===== src/rtl/ttuart_pkg.sv =====
// Shared types and helpers for the UART receive-side round-robin arbiter.
package ttuart_pkg;

  typedef enum logic {
    ST_IDLE = 1'b0,
    ST_HOLD = 1'b1
  } arb_state_e;

  function automatic int ch_width(input int n);
    return (n <= 2) ? 1 : $clog2(n);
  endfunction

  // First set bit of mask strictly after last, wrapping at n; returns last when mask is empty.
  function automatic int rr_next(input logic [15:0] mask, input int last, input int n);
    int   idx;
    logic found;
    rr_next = last;
    found   = 1'b0;
    for (int i = 1; i <= 16; i++) begin
      idx = (last + i) % n;
      if ((i <= n) && !found && mask[idx[3:0]]) begin
        rr_next = idx;
        found   = 1'b1;
      end
    end
  endfunction

endpackage


===== src/rtl/ttuart_byte_fifo.sv =====
// Per-channel byte FIFO; the caller only pushes when not full (or popping) and only pops when not empty.
module ttuart_byte_fifo #(
  parameter int DEPTH = 4
) (
  input  logic                   i_clk,
  input  logic                   i_rst,
  input  logic                   i_push,
  input  logic                   i_pop,
  input  logic [7:0]             i_data,
  output logic [7:0]             o_data,
  output logic                   o_full,
  output logic                   o_empty,
  output logic [$clog2(DEPTH):0] o_count
);
  localparam int AW = $clog2(DEPTH);
  localparam int CW = AW + 1;

  logic [7:0]    r_mem [DEPTH];
  logic [AW-1:0] r_wr_ptr;
  logic [AW-1:0] r_rd_ptr;
  logic [CW-1:0] r_count;

  always_ff @(posedge i_clk) begin
    if (i_rst) begin
      r_wr_ptr <= '0;
      r_rd_ptr <= '0;
      r_count  <= '0;
    end else begin
      if (i_push) r_wr_ptr <= r_wr_ptr + AW'(1);
      if (i_pop)  r_rd_ptr <= r_rd_ptr + AW'(1);
      r_count <= r_count + CW'(i_push) - CW'(i_pop);
    end
  end

  always_ff @(posedge i_clk) begin
    if (i_push) r_mem[r_wr_ptr] <= i_data;
  end

  assign o_data  = r_mem[r_rd_ptr];
  assign o_full  = (r_count == CW'(DEPTH));
  assign o_empty = (r_count == '0);
  assign o_count = r_count;

endmodule


===== src/rtl/ttuart_rx_arb.sv =====
// Merges NO_CHANNELS UART receiver byte streams into one valid/ready stream tagged with the source channel.
module ttuart_rx_arb
  import ttuart_pkg::*;
#(
  parameter  int NO_CHANNELS = 4,
  parameter  int FIFO_DEPTH  = 4,
  localparam int CH_W        = ch_width(NO_CHANNELS)
) (
  input  logic                     i_clk,
  input  logic                     i_rst,
  input  logic [8*NO_CHANNELS-1:0] i_ch_data,
  input  logic [NO_CHANNELS-1:0]   i_ch_ready,
  output logic [7:0]               o_out_data,
  output logic [CH_W-1:0]          o_out_chan,
  output logic                     o_out_valid,
  input  logic                     i_out_ready,
  output logic [NO_CHANNELS-1:0]   o_ovf,
  input  logic [NO_CHANNELS-1:0]   i_ovf_clr
);
  localparam int CNT_W = $clog2(FIFO_DEPTH) + 1;

  arb_state_e             r_state;
  arb_state_e             w_state_nxt;
  logic [NO_CHANNELS-1:0] r_ready_q;
  logic [NO_CHANNELS-1:0] r_ovf;
  logic [NO_CHANNELS-1:0] w_rise;
  logic [NO_CHANNELS-1:0] w_push;
  logic [NO_CHANNELS-1:0] w_pop;
  logic [NO_CHANNELS-1:0] w_drop;
  logic [NO_CHANNELS-1:0] w_full;
  logic [NO_CHANNELS-1:0] w_empty;
  logic [NO_CHANNELS-1:0] w_nonempty;
  logic [7:0]             w_head [NO_CHANNELS];
  logic [CNT_W-1:0]       w_count_unused [NO_CHANNELS];
  logic [CH_W-1:0]        r_last_grant;
  logic [CH_W-1:0]        w_grant;
  logic [CH_W-1:0]        r_out_chan;
  logic [7:0]             r_out_data;
  logic                   w_load;
  logic                   w_any;
  int                     w_grant_int;

  assign w_rise     = i_ch_ready & ~r_ready_q;
  assign w_nonempty = ~w_empty;
  assign w_any      = |w_nonempty;
  assign w_load     = (r_state == ST_IDLE) || i_out_ready;

  always_comb begin
    w_grant_int = rr_next(16'(w_nonempty), int'(r_last_grant), NO_CHANNELS);
    w_grant     = w_grant_int[CH_W-1:0];
  end

  // A full FIFO still takes a new byte when its head leaves in the same cycle.
  for (genvar k = 0; k < NO_CHANNELS; k++) begin : g_ch
    assign w_pop[k]  = w_load & w_any & (w_grant == CH_W'(k));
    assign w_push[k] = w_rise[k] & (~w_full[k] | w_pop[k]);
    assign w_drop[k] = w_rise[k] & w_full[k] & ~w_pop[k];

    ttuart_byte_fifo #(.DEPTH(FIFO_DEPTH)) u_fifo (
      .i_clk   (i_clk),
      .i_rst   (i_rst),
      .i_push  (w_push[k]),
      .i_pop   (w_pop[k]),
      .i_data  (i_ch_data[8*k +: 8]),
      .o_data  (w_head[k]),
      .o_full  (w_full[k]),
      .o_empty (w_empty[k]),
      .o_count (w_count_unused[k])
    );
  end

  always_ff @(posedge i_clk) begin
    if (i_rst) r_state <= ST_IDLE;
    else       r_state <= w_state_nxt;
  end

  always_comb begin
    w_state_nxt = r_state;
    if (w_load) w_state_nxt = w_any ? ST_HOLD : ST_IDLE;
  end

  always_comb begin
    o_out_valid = (r_state == ST_HOLD);
  end

  // ready_q resets high so a level already present at reset release is not taken as a new byte.
  always_ff @(posedge i_clk) begin
    if (i_rst) begin
      r_ready_q    <= '1;
      r_ovf        <= '0;
      r_last_grant <= CH_W'(NO_CHANNELS - 1);
      r_out_data   <= '0;
      r_out_chan   <= '0;
    end else begin
      r_ready_q <= i_ch_ready;
      r_ovf     <= (r_ovf & ~i_ovf_clr) | w_drop;
      if (w_load && w_any) begin
        r_out_data   <= w_head[w_grant];
        r_out_chan   <= w_grant;
        r_last_grant <= w_grant;
      end
    end
  end

  assign o_out_data = r_out_data;
  assign o_out_chan = r_out_chan;
  assign o_ovf      = r_ovf;

endmodule


===== config.mk =====
export PLATFORM = sky130hd
export DESIGN_NAME = ttuart_rx_arb
export DESIGN_NICKNAME = d
export VERILOG_FILES = /design/src/rtl/ttuart_pkg.sv /design/src/rtl/ttuart_byte_fifo.sv /design/src/rtl/ttuart_rx_arb.sv
export SDC_FILE = /design/constraint.sdc
export NUM_CORES = 1
export LEC_CHECK = 0
export CORE_ASPECT_RATIO = 0.6
export CORE_MARGIN = 5
export CORE_UTILIZATION = 58
export CTS_CLUSTER_DIAMETER = 30
export DETAILED_ROUTE_END_ITERATION = 10
export PLACE_DENSITY = 0.75
export SLEW_MARGIN = 15
export SYNTH_ARGS = -nofsm -noshare
export SYNTH_HDL_FRONTEND = slang
export SYNTH_SLANG_ARGS = --single-unit
export TNS_END_PERCENT = 20

===== constraint.sdc =====
create_clock -name i_clk -period 3.5 [get_ports i_clk]
set_input_delay 0.7 -clock i_clk [delete_from_list [all_inputs] [get_ports i_clk]]
set_output_delay 0.7 -clock i_clk [all_outputs]
set_load 0.03 [all_outputs]

==> results of run 1 <==
[per-layer routing]
metal | GRT usage, % | vias up | wire (um)
met5 | 0 | - | 0
met4 | 7.012 | 0 | 254
met3 | 4.348 | 21 | 754
met2 | 29.93 | 118 | 7044
met1 | 30.00 | 2174 | 7214
li1 | - | 1995 | -
[worst max-delay path, stage by stage, from the launching register on]
cell      delay (ns)
dfxtp_1         0.35
or3_1           0.56
a221oi_2        0.37
o21a_2          0.28
a31o_4          0.22
inv_2           0.04
ha_1            0.28
inv_1           0.05
ha_1            0.19
fa_1            0.38
xnor2_1         0.18
xnor2_1         0.13
nor2_1          0.05
[cell usage in the layout (no fill, tap or decap), drive strengths merged, types with 2 or more instances in the layout]
cell type	n
fa	4
o211ai	3
nor3b	8
mux2	20
o31ai	5
a22oi	2
nand3	2
or3	7
ha	24
clkdlybuf4s50	56
and2	16
a21oi	17
nand2b	18
mux2i	4
clkinv	5
mux4	32
o221ai	2
nand2	5
dfxtp	57
or2	4
nor2b	10
a31o	2
o21ai	9
inv	37
edfxtp	128
a221oi	2
a221o	8
o2111ai	2
nor3	8
buf	12
xnor2	8
or4	3
nor2	27
clkinvlp	2
clkbuf	17
[final cells by class]
type | instances | area share [%]
tap | 170 | 2.334
timing repair buffer | 68 | 7.111
multi-input combinational | 259 | 28.32
sequential | 185 | 54.69
inverter | 30 | 1.235
clock inverter | 14 | 1.647
clock buffer | 17 | 4.667
[logic make-up after synthesis]
family | share of synthesized area, %
muxes | 12.83
DFF | 64.12
and+or+nand+nor | 7.951
xor gates and xnor gates | 0.9014
AOI/OAI and AO/OA | 6.632
adders and majority gates | 4.893
buffers and inverters | 2.672
[through the flow]
step	setup slack, ns	instances	power (mW)	hold slack [ns]
floorplan	0.4263	496	4.388	0.4529
global placement	0.2241	712	4.978	0.4601
detailed placement	0.1419	712	5.071	0.4615
CTS	0.2972	743	6.912	0.4798
global route	0.07402	743	7.252	0.5016
finish	0.2865	743	6.875	0.4788
[worst max-delay path by stage]
stage                              startpoint                         to  slack [ns]  cells past startpoint
global placement                  i_out_ready  g_ch[1].u_fifo.o_count[2]        0.22                     13
global route        g_ch[1].u_fifo.o_count[2]  g_ch[0].u_fifo.o_count[2]        0.07                     12
finish              g_ch[1].u_fifo.o_count[2]  g_ch[0].u_fifo.o_count[2]        0.29                     12
floorplan           g_ch[3].u_fifo.o_count[2]  g_ch[1].u_fifo.o_count[2]        0.43                     13
CTS                 g_ch[1].u_fifo.o_count[2]  g_ch[0].u_fifo.o_count[2]        0.30                     12
detailed placement                i_out_ready  g_ch[0].u_fifo.o_count[2]        0.14                     13
[power by group]
part / total (mW) / internal [mW] / switching [mW]
logic: 2.25 / 1.04 / 1.21
registers: 2.79 / 2.57 / 0.224
clock network: 1.83 / 0.950 / 0.882
[registers in the layout, indices dropped and copies added, names as in the netlist, 2 cells and up, named ones only]
signal / count
g_ch.u_fifo.o_count: 12
o_ovf: 4
o_out_data: 8
o_out_chan: 2
r_last_grant: 2
r_ready_q: 4
g_ch.u_fifo.r_wr_ptr: 8
g_ch.u_fifo.r_mem: 128
g_ch.u_fifo.r_rd_ptr: 8
==> run summary, run 1 <==
==================================================================================
Largest net degree at the start of global routing                               42
Setup-failing EPs final                                                          0
Area growth, synth to finish                                                17.25%
Area of the die                                                         15,890 um2
Net count reported at finish                                                   632
CTS Hold Buffers Added                                                           0
Post-Synthesis Mean Instance Area                                        15.67 um2
Clock tree sinks                                                               185
FF-to-FF End                                                          g_ch[0].u_fifo.o_count[2]
Register-to-register setup slack                                           0.29 ns
Area of the multi-input gates                                             2581 um2
H-tree level count                                                               4
Sequential cell area                                                      4985 um2
Post-route design area                                                    9115 um2
Number of max-cap violations                                                     0
Post-Syn Nets                                                                  567
Number of register bits inferred by synthesis                                  185
Clock transition at the registers of the reported paths                    0.07 ns
Library cell with the largest summed area after synthesis                 edfxtp_1
Clock insertion delay at the later pin of the skew report                  0.43 ns
Number of DRC markers after the initial detailed-route iteration               415
Post-synthesis cell count                                                      496
Outcome                                                                  completed
Post-synthesis sequential area ratio                                        64.12%
# port buffers                                                                  57
Vias                                                                         4,308
Worst min-delay path endpoint                                             o_ovf[0]
TritonCTS clock tree                                                          done
Worst EP required                                                          3.80 ns
Overall track demand over capacity in global routing                        20.22%
Post-CTS setup buffers                                                           0
FP Rows                                                                         32
Area share of the leading cell type in the synthesized netlist              49.44%
Clock buffers created by TritonCTS                                              17
Critical Path Fanout Max                                                         7
Min Tclk post-route                                                       3.214 ns
Antenna violations before repair                                                 0
Static leakage                                                            3.099 nW
Count of flip-flops with a built-in enable after synthesis                     128
Summed instance area of the synthesized netlist                           7774 um2
Critical Path Source Type                                                     flop
Cell at the root of the clock tree                                       clkbuf_16
Power per Cell Area                                                   754.3 nW/um2
Startpoint of the lowest-slack hold path                                  o_ovf[0]
Top achievable clock speed                                               311.2 MHz
Library cell with the highest instance count after synthesis              edfxtp_1
Cell types with the largest area share after synthesis                edfxtp_1, dfxtp_1, mux4_2, ha_1, mux2_1
WL final                                                                 15,270 um
Total iterations of the first detailed-routing run                               5
Fill cell total of the finished layout                                         843
Vias in the first global route                                               4,426
First-pass GRT wire length                                               24,500 um
DP HPWL                                                                  10,760 um
Hold path depth                                                                  2
Cell depth of the worst flop-to-flop path                                       12
Most frequently used flop master after synthesis                          edfxtp_1
Worst r2r src                                                         g_ch[1].u_fifo.o_count[2]
Final Slew Violations                                                            0
Transition at the pin with the smallest max-transition slack              1.113 ns
WL/cell                                                                   20.55 um
Tightest Hold Check Type                                              flop to flop
Core occupancy in the finished layout                                       70.26%
Number of unique standard cell types used by synthesis                          53
Antenna diode count                                                              0
Worst Path Arrival                                                         3.51 ns
Cell types with the highest counts after synthesis                    edfxtp_1, dfxtp_1, mux4_2
Number of hold-slack violations in the final timing report                       0
CTS Buffer Depth                                                                 2
Drt via density                                                              5.798
Worst Skew                                                              0.01423 ns
Share of the cycle needed by the critical path after routing                91.82%
Global route overflow                                                            0
Category of the worst setup path capture point                                flop
DIE WIDTH                                                                 159.5 um
Post-route DRC                                                                   0
Unrepaired setup endpoints after global routing                                 no
Die Span Y                                                                99.68 um
Number of top-level pins                                                        58
Number of cells upsized or downsized after cts                                   0
Placed cell areas                                                         8539 um2
Yosys warns                                                                      0
Fraction of registers with async set or reset after synthesis                   0%
Core Region                                                             12,970 um2
Startpoint-to-endpoint class of the critical path                     flop to flop
Peak supply drop                                                       0.0004940 V
Initial cell density of the core                                            59.92%
Remaining number of nets flagged by the antenna check after routing              0
Share of post-route cells with drive strength above 1                       18.67%
Final sum of negative setup slack                                             0 ns
Relative max-transition margin                                              25.23%
Routability congestion estimate from global placement                       0.8361
==================================================================================
(Power assumes the default switching activity.)
==> run 2, diff against run 1 <==
--- a/config.mk
+++ b/config.mk
@@ -15,4 +15,3 @@
 export SYNTH_ARGS = -nofsm -noshare
 export SYNTH_HDL_FRONTEND = slang
 export SYNTH_SLANG_ARGS = --single-unit
-export TNS_END_PERCENT = 20
==> results of run 2 <==
Same layout as run 1: the final DEF is identical, and so are final timing and power.
